[src/rtl/mem_bus_arbiter.sv]
// mem_bus_arbiter
//   Shares the single mem_space port (MAB_out/MDB_to_mem/MW/BW) between a CPU
//   requester (port c) and a DMA requester (port d). Round-robin arbitration,
//   one transaction owns the bus at a time. Reads take one bus cycle, writes
//   hold MW until ram_write_done or a timeout, and writes outside RAM are
//   rejected with an error and never strobe MW.
//
// Ports
//   clk, rst_n                 clock and asynchronous active-low reset
//   c_req/c_we/c_bw/c_addr/c_wdata   CPU request and attributes
//   d_req/d_we/d_bw/d_addr/d_wdata   DMA request and attributes
//   c_ack/c_err/c_rdata        CPU one-cycle completion pulse, error, read data
//   d_ack/d_err/d_rdata        DMA one-cycle completion pulse, error, read data
//   MAB_out/MDB_to_mem/MW/BW   address, write data, write strobe, byte qualifier
//   MDB_from_mem               read data from mem_space (combinational on MAB_out)
//   ram_write_done             RAM write completion
module mem_bus_arbiter #(
  parameter logic [15:0] RAM_LO     = 16'h0200,
  parameter logic [15:0] RAM_HI     = 16'h0400,
  parameter int unsigned WR_TIMEOUT = 15,
  parameter int unsigned TO_W       = 4
) (
  input  logic        clk,
  input  logic        rst_n,
  input  logic        c_req,
  input  logic        c_we,
  input  logic        c_bw,
  input  logic [15:0] c_addr,
  input  logic [15:0] c_wdata,
  output logic        c_ack,
  output logic        c_err,
  output logic [15:0] c_rdata,
  input  logic        d_req,
  input  logic        d_we,
  input  logic        d_bw,
  input  logic [15:0] d_addr,
  input  logic [15:0] d_wdata,
  output logic        d_ack,
  output logic        d_err,
  output logic [15:0] d_rdata,
  output logic [15:0] MAB_out,
  output logic [15:0] MDB_to_mem,
  output logic        MW,
  output logic        BW,
  input  logic [15:0] MDB_from_mem,
  input  logic        ram_write_done
);

  typedef enum logic [1:0] {IDLE, READ, WRITE, RESP} state_t;

  // Counter value on the last permitted WRITE cycle.
  localparam logic [TO_W-1:0] TO_LAST = TO_W'(WR_TIMEOUT - 1);

  state_t          state;
  logic            gnt_d;       // 1: current transaction belongs to DMA
  logic            last_gnt_d;  // 1: DMA was granted most recently
  logic [TO_W-1:0] to_cnt;

  logic            pick_d;
  logic            any_req;
  logic            sel_we;
  logic            sel_bw;
  logic [15:0]     sel_addr;
  logic [15:0]     sel_wdata;
  logic            sel_in_ram;

  // Arbitration and selection of the candidate transaction. With both ports
  // requesting, the port that did not win last time is chosen. Word accesses
  // are aligned here so the RAM range check sees the address actually driven.
  always_comb begin
    any_req = c_req | d_req;
    if (c_req && d_req) begin
      pick_d = ~last_gnt_d;
    end else begin
      pick_d = d_req;
    end
    sel_we    = pick_d ? d_we    : c_we;
    sel_bw    = pick_d ? d_bw    : c_bw;
    sel_addr  = pick_d ? d_addr  : c_addr;
    sel_wdata = pick_d ? d_wdata : c_wdata;
    if (!sel_bw) begin
      sel_addr[0] = 1'b0;
    end
    sel_in_ram = (sel_addr >= RAM_LO) && (sel_addr < RAM_HI);
  end

  // Transaction FSM. All bus and response outputs are registered here; ack
  // and err are raised on entry to RESP and cleared on leaving it, so they
  // are exactly one cycle wide. MAB_out is only updated when a transaction
  // actually drives the bus, so it holds its last value while idle.
  always_ff @(posedge clk or negedge rst_n) begin
    if (!rst_n) begin
      state      <= IDLE;
      gnt_d      <= 1'b0;
      last_gnt_d <= 1'b1;
      to_cnt     <= '0;
      MAB_out    <= '0;
      MDB_to_mem <= '0;
      MW         <= 1'b0;
      BW         <= 1'b0;
      c_ack      <= 1'b0;
      c_err      <= 1'b0;
      c_rdata    <= '0;
      d_ack      <= 1'b0;
      d_err      <= 1'b0;
      d_rdata    <= '0;
    end else begin
      case (state)
        IDLE: begin
          MW <= 1'b0;
          if (any_req) begin
            gnt_d      <= pick_d;
            last_gnt_d <= pick_d;
            if (!sel_we) begin
              MAB_out <= sel_addr;
              state   <= READ;
            end else if (sel_in_ram) begin
              MAB_out    <= sel_addr;
              MDB_to_mem <= sel_wdata;
              BW         <= sel_bw;
              MW         <= 1'b1;
              to_cnt     <= '0;
              state      <= WRITE;
            end else begin
              // Rejected write: respond straight away, bus untouched.
              if (pick_d) begin
                d_ack <= 1'b1;
                d_err <= 1'b1;
              end else begin
                c_ack <= 1'b1;
                c_err <= 1'b1;
              end
              state <= RESP;
            end
          end
        end

        READ: begin
          if (gnt_d) begin
            d_rdata <= MDB_from_mem;
            d_ack   <= 1'b1;
            d_err   <= 1'b0;
          end else begin
            c_rdata <= MDB_from_mem;
            c_ack   <= 1'b1;
            c_err   <= 1'b0;
          end
          state <= RESP;
        end

        WRITE: begin
          // Completion takes priority over a timeout on the same edge.
          if (ram_write_done || (to_cnt == TO_LAST)) begin
            MW     <= 1'b0;
            BW     <= 1'b0;
            to_cnt <= '0;
            if (gnt_d) begin
              d_ack <= 1'b1;
              d_err <= ~ram_write_done;
            end else begin
              c_ack <= 1'b1;
              c_err <= ~ram_write_done;
            end
            state <= RESP;
          end else begin
            to_cnt <= to_cnt + 1'b1;
          end
        end

        RESP: begin
          c_ack  <= 1'b0;
          c_err  <= 1'b0;
          d_ack  <= 1'b0;
          d_err  <= 1'b0;
          to_cnt <= '0;
          state  <= IDLE;
        end

        default: begin
          state <= IDLE;
        end
      endcase
    end
  end

endmodule
[config.mk]
export PLATFORM = sky130hd
export DESIGN_NAME = mem_bus_arbiter
export DESIGN_NICKNAME = d
export VERILOG_FILES = /design/src/rtl/mem_bus_arbiter.sv
export SDC_FILE = /design/constraint.sdc
export NUM_CORES = 1
export LEC_CHECK = 0
export BUFFER_PORTS_ARGS = -buffer_cell sky130_fd_sc_hd__buf_2
export CORE_MARGIN = 2
export CORE_UTILIZATION = 35
export CTS_CLUSTER_DIAMETER = 30
export CTS_CLUSTER_SIZE = 14
export DETAILED_ROUTE_END_ITERATION = 8
export PLACE_DENSITY = 0.72
export SKIP_CTS_REPAIR_TIMING = 1
export SLEW_MARGIN = 40
export SYNTH_ARGS = -nofsm -noshare
export SYNTH_HDL_FRONTEND = slang
export SYNTH_SLANG_ARGS = --single-unit
[constraint.sdc]
create_clock -name clk -period 3 [get_ports clk]
set_input_delay 0.3 -clock clk [delete_from_list [all_inputs] [get_ports clk]]
set_output_delay 0.3 -clock clk [all_outputs]
set_load 0.01 [all_outputs]
# Yosys cells after proc, flatten, opt, wreduce, memory -nomap -nowiden
# Index checks and enable logic that the tools add are counted.
# classes
n_bitwise,4
magnitude_cmp,2
eq_ne,16
n_addsub,1
mux,49
reduce_logical,19
# op_table
operator,n
$mux 16,4
$mux 1,30
$ne 2x2->1 const B,11
$ge 16x10->1 const B,1
$lt 16x11->1 const B,1
$mux 4,4
$pmux 1 s4,4
$reduce_and 5->1,3
$reduce_and 7->1,2
$pmux 4 s3,1
$reduce_and 2->1,5
$pmux 2 s4,1
$reduce_and 4->1,2
$mux 2,3
$add 4x1->4 const B,1
$eq 2x2->1 const B,2
$eq 4x4->1 const B,1
$pmux 1 s2,2
$not 1->1,3
$reduce_and 3->1,1
$reduce_bool 3->1,1
$eq 2x1->1 const B,1
$logic_and 1x1->1,2
$logic_not 2->1,1
other kinds (4),4
# totals
word_cells,105
reg_bits,78
out_inout_bits,70

# Logic depth before layout (Yosys ltp)
# logic_depth
word_depth,10
ltp_mapped,7

# Worst setup path before layout
# No wires, ideal clock.
# synth_timing
path_kind,register -> register
startpoint,register last_gnt_d
endpoint,register to_cnt[1]
n_path_buf,1
arrival_time_ns,1.701
path_stages_with_launch,7
required_time_ns,2.875
setup_ns,0.125
period_less_slack_ns,1.826
setup_slack_ns,1.174
cell_sequence,dfstp_2 -> a21bo_1 -> buf_6 -> nand4_4 -> o211a_4 -> or2_4 -> mux2_4
# synth_between
elab_chain_len,8
elab_cells_between_ends,12
classes_between,2 x order compare; 2 x eq/ne; 5 x mux; 1 x bitwise; 2 x reduce/logical
# synth_lines
item,line,text
from (decl),56,logic last_gnt_d;
from (signal assigned),113,last_gnt_d <= pick_d;
$not 1->1 (*),73,pick_d = ~last_gnt_d;
$mux 1 (*),72,if (c_req && d_req) begin
$mux 16 / $mux 1 (equally long branches),"79, 78",
$mux 1,81,if (!sel_bw) begin
$ge 16x10->1 / $lt 16x11->1 (equally long branches),84,sel_in_ram = (sel_addr >= RAM_LO) && (sel_addr < RAM_HI);
$logic_and 1x1->1,84,
$ne 2x2->1 (no source line),-,
$reduce_and 4->1 (no source line) (*),-,
to (signal assigned),166,to_cnt <= to_cnt + 1'b1;
to (decl),57,logic [TO_W-1:0] to_cnt;
# Mark *: on every way between the ends. The rest lies on a longest branch, timed or not.
# A chain may end at the register's enable or synchronous reset.

# Worst setup path in the final report
# layout_timing
startpoint,register state[0]
endpoint,register BW
# layout_between
elab_chain_len,3
elab_cells_between_ends,9
classes_between,5 x eq/ne; 1 x mux; 3 x reduce/logical
# layout_lines
item,line,text
from (decl),54,state_t state;
from (signal assigned),93,state <= IDLE;
from (signal assigned),116,state <= READ;
from (signal assigned),123,state <= WRITE;
$eq 2x2->1 / $logic_not 2->1 (equally long branches),108,case (state)
$ne 2x2->1 (no source line) / $reduce_bool 2->1 (equally long branches),-,
$reduce_and 5->1 (no source line),-,
to (signal assigned),120,BW <= sel_bw;
to (decl),44,"output logic BW,"
# Several ways; a longest one is shown, not always the timed one.

==> results.sh <==
export IMPL_status="complete, no violations"
export IMPL_p_int_w=0.00300
export IMPL_drtIter0Drc=114
export IMPL_leakage_nw=2.39
export IMPL_drt_total_wl_um=9090
export IMPL_worstSetupPathType="register to register"
export IMPL_start_util=0.363
export IMPL_dieArea_um2=11100
export IMPL_dr_pass1_iters=4
export IMPL_ys_flop_type="dfrtp_1"
export IMPL_clockRootBuffer="clkbuf_8"
export IMPL_final_max_slew_viol_count=0
export IMPL_gr_total_overflow=0
export IMPL_worstSetupStartpointType="register"
export IMPL_grt_pass1_vias=3030
export IMPL_vias=3123
export IMPL_post_drt_wl_per_cell_um=14.3
export IMPL_p_clk_frac=0.227
export IMPL_fillers=910
export IMPL_cts_buffer_depth=2
export IMPL_p_sw_frac=0.345
export IMPL_final_setup_skew_ns=0.00875
export IMPL_yosys_top_cells_count="dfrtp_1 (77), nand2_1 (70), nor2_1 (36)"
export IMPL_hold_viol_final=0
export IMPL_max_cap_violations=0
export IMPL_tritoncts="done"
export IMPL_synthTopCellsByArea="dfrtp_1 (54%), mux2_2 (11%), nand2_1 (7.3%)"
export IMPL_area_growth_pct=33.5
export IMPL_layout_drive_gt1_share=0.447
export IMPL_port_buffers=158
export IMPL_dp_cells=619
export IMPL_diodes=0
export IMPL_netlist_area_um2=3580
export IMPL_drc=0
export IMPL_syn_num_nets=435
export IMPL_ioPinCount=159
export IMPL_pwr_density_cell_nw_per_um2=957
export IMPL_clkLatencyLatePin_ns=0.35
export IMPL_via_per_inst=4.91
export IMPL_layout_cells_non_filler=636
export IMPL_fp_coreArea_um2=9860
export IMPL_grt_max_degree=79
export IMPL_required_ns=3.23
export IMPL_clkTransAtPathRegs_ns=0.08
export IMPL_setup_tns_ns=0
export IMPL_synth_seq_area_share=0.545
export IMPL_irDropWorstVdd_uv=361
export IMPL_period_minus_slack_ns=2.18
export IMPL_cts_made_buffers=9
export IMPL_clock_sinks=78
export IMPL_placed_cell_area_um2=4500
export IMPL_grt_antenna_before_repair=0
export IMPL_power_frac_seq=0.374
export IMPL_synth_cell_types=42
export IMPL_fp_row_count=36
export IMPL_worstPathArrival_ns=2.42
export IMPL_async_flop_share=1.00
export IMPL_worstSetupEndpointType="register"
export IMPL_critPathMaxFanout=35
export IMPL_grt_usage=0.171
export IMPL_yosysMostFrequentCell="dfrtp_1"
export IMPL_fin_crit_sh=0.727
export IMPL_gp_congestion=0.895
export IMPL_synth_edf_count=0
export IMPL_worst_slew_pin_slew_ns=0.723
export IMPL_cts_htree_levels=3
export IMPL_chipWidth_um=105
export IMPL_dpl_hpwl_um=6600
export IMPL_grt_pass1_wl_um=15000
export IMPL_p_comb_frac=0.399
export IMPL_nNetsFinal=593
export IMPL_multiInputGateArea_um2=1520
export IMPL_synth_top_area_frac=0.538
export IMPL_syn_area_per_cell_um2=10.5
export IMPL_final_area_um2=4780
export IMPL_switchingPower_w=0.00158
export IMPL_yosys_area_top_type="dfrtp_1"
export IMPL_rsz0062_at_grt="no"
export IMPL_relSlewSlack=0.517
export IMPL_die_h_um=105
export IMPL_fin_hold_ws_ns=0.187
export IMPL_setup_viol=0
export IMPL_min_path_type="input pin to register"
export IMPL_ff_latch_area_um2=1950
export IMPL_max_freq_mhz=458
export IMPL_synth_warnings=0
export IMPL_ys_seq_elements=78
export IMPL_ant_nets=0
export IMPL_syn_inst=340
==> registers in the layout, summed over array words and instances (netlist names) <==
register and flops:
last_gnt_d 1, to_cnt 4, gnt_d 1, MW 1, c_ack 1, BW 1, c_err 1, d_ack 1
state 2, d_err 1, MDB_to_mem 16, d_rdata 16, MAB_out 16, c_rdata 16
==> power groups by stage <==
stage | Clock, W | Combinational, W | Sequential [W]
6_report | 0.00104 | 0.00183 | 0.00171
5_1_grt | 0.00113 | 0.00202 | 0.00177
4_1_cts | 0.00108 | 0.00186 | 0.00171
3_5_place_dp | 0 | 0.00185 | 0.00173
3_3_place_gp | 0 | 0.00180 | 0.00171
2_1_floorplan | 0 | 0.000967 | 0.00190
==> layout by cell type, fill, tap and decap left out, drive strengths merged, types with 2 or more instances in the layout <==
master	synthesis	final
o31ai	2	2
dfrtp	77	77
nor3	5	5
nor2	36	36
ha	6	6
a211o	3	3
buf	7	163
a21o	2	2
a21oi	6	6
o211ai	2	2
o21ai	9	9
inv	9	10
nand3	5	5
a211oi	2	2
nand4	2	2
bufinv	0	4
nor4b	3	3
nand2	70	70
a31oi	34	34
clkbuf	10	9
mux2	35	35
nor3b	2	2
==> metrics by stage <==
stage	worst slack (ns)	power [W]	util
6_report	0.819	0.00458	0.485
5_1_grt	0.647	0.00492	0.485
4_1_cts	0.820	0.00464	0.484
3_5_place_dp	0.825	0.00358	0.457
3_3_place_gp	0.907	0.00351	0.456
2_1_floorplan	1.17	0.00287	-
==> cells by family (layout without fill, tap and decap cells) <==
family                     after synthesis  in the layout  share of synthesized area
buffers and inverters                   26            189                     0.0314
and+or+nand+nor                        127            127                      0.159
muxes                                   36             36                      0.114
adders and majority gates                6              6                     0.0210
DFF                                     78             78                      0.545
AOI/OAI and AO/OA                       67             67                      0.129
==> final timing paths <==
check	end	startpoint	cells after the start	slack, ns
worst min-delay path	last_gnt_d$_DFFE_PN1P_	c_req	2	0.19
worst max register to register	BW$_DFFE_PN0P_	state[0]$_DFFE_PN0P_	7	0.82
min in group asynchronous	MAB_out[0]$_DFFE_PN0P_	rst_n	2	0.56
max in group asynchronous	c_rdata[9]$_DFFE_PN0P_	rst_n	2	1.92
worst min register to register	c_rdata[14]$_DFFE_PN0P_	c_rdata[14]$_DFFE_PN0P_	1	0.51
worst max-delay path	BW$_DFFE_PN0P_	state[0]$_DFFE_PN0P_	7	0.82
==> area by class of cell <==
type / count / area share
Sequential cell: 78 / 0.408
Timing Repair Buffer: 164 / 0.177
Tap cell: 133 / 0.0348
Clock buffer: 9 / 0.0259
Inverter: 9 / 0.00706
Clock inverter: 7 / 0.0303
Multi-Input combinational cell: 236 / 0.317
==> routing by layer <==
metal / GRT usage / up-vias / wire length (um)
li1: - / 1511 / -
met1: 0.206 / 1492 / 3840
met2: 0.290 / 104 / 4680
met3: 0.0424 / 16 / 385
met4: 0.0733 / 0 / 191
met5: 0 / - / 0
==> critical path, stage by stage, from the launching register on <==
cell,delay (ns)
dfrtp_1,0.41
inv_1,0.13
ha_1,0.42
o21ai_0,0.30
a21oi_2,0.17
buf_4,0.33
and3_1,0.23
o31ai_1,0.07
No activity file was read; power rests on OpenSTA's default activity.
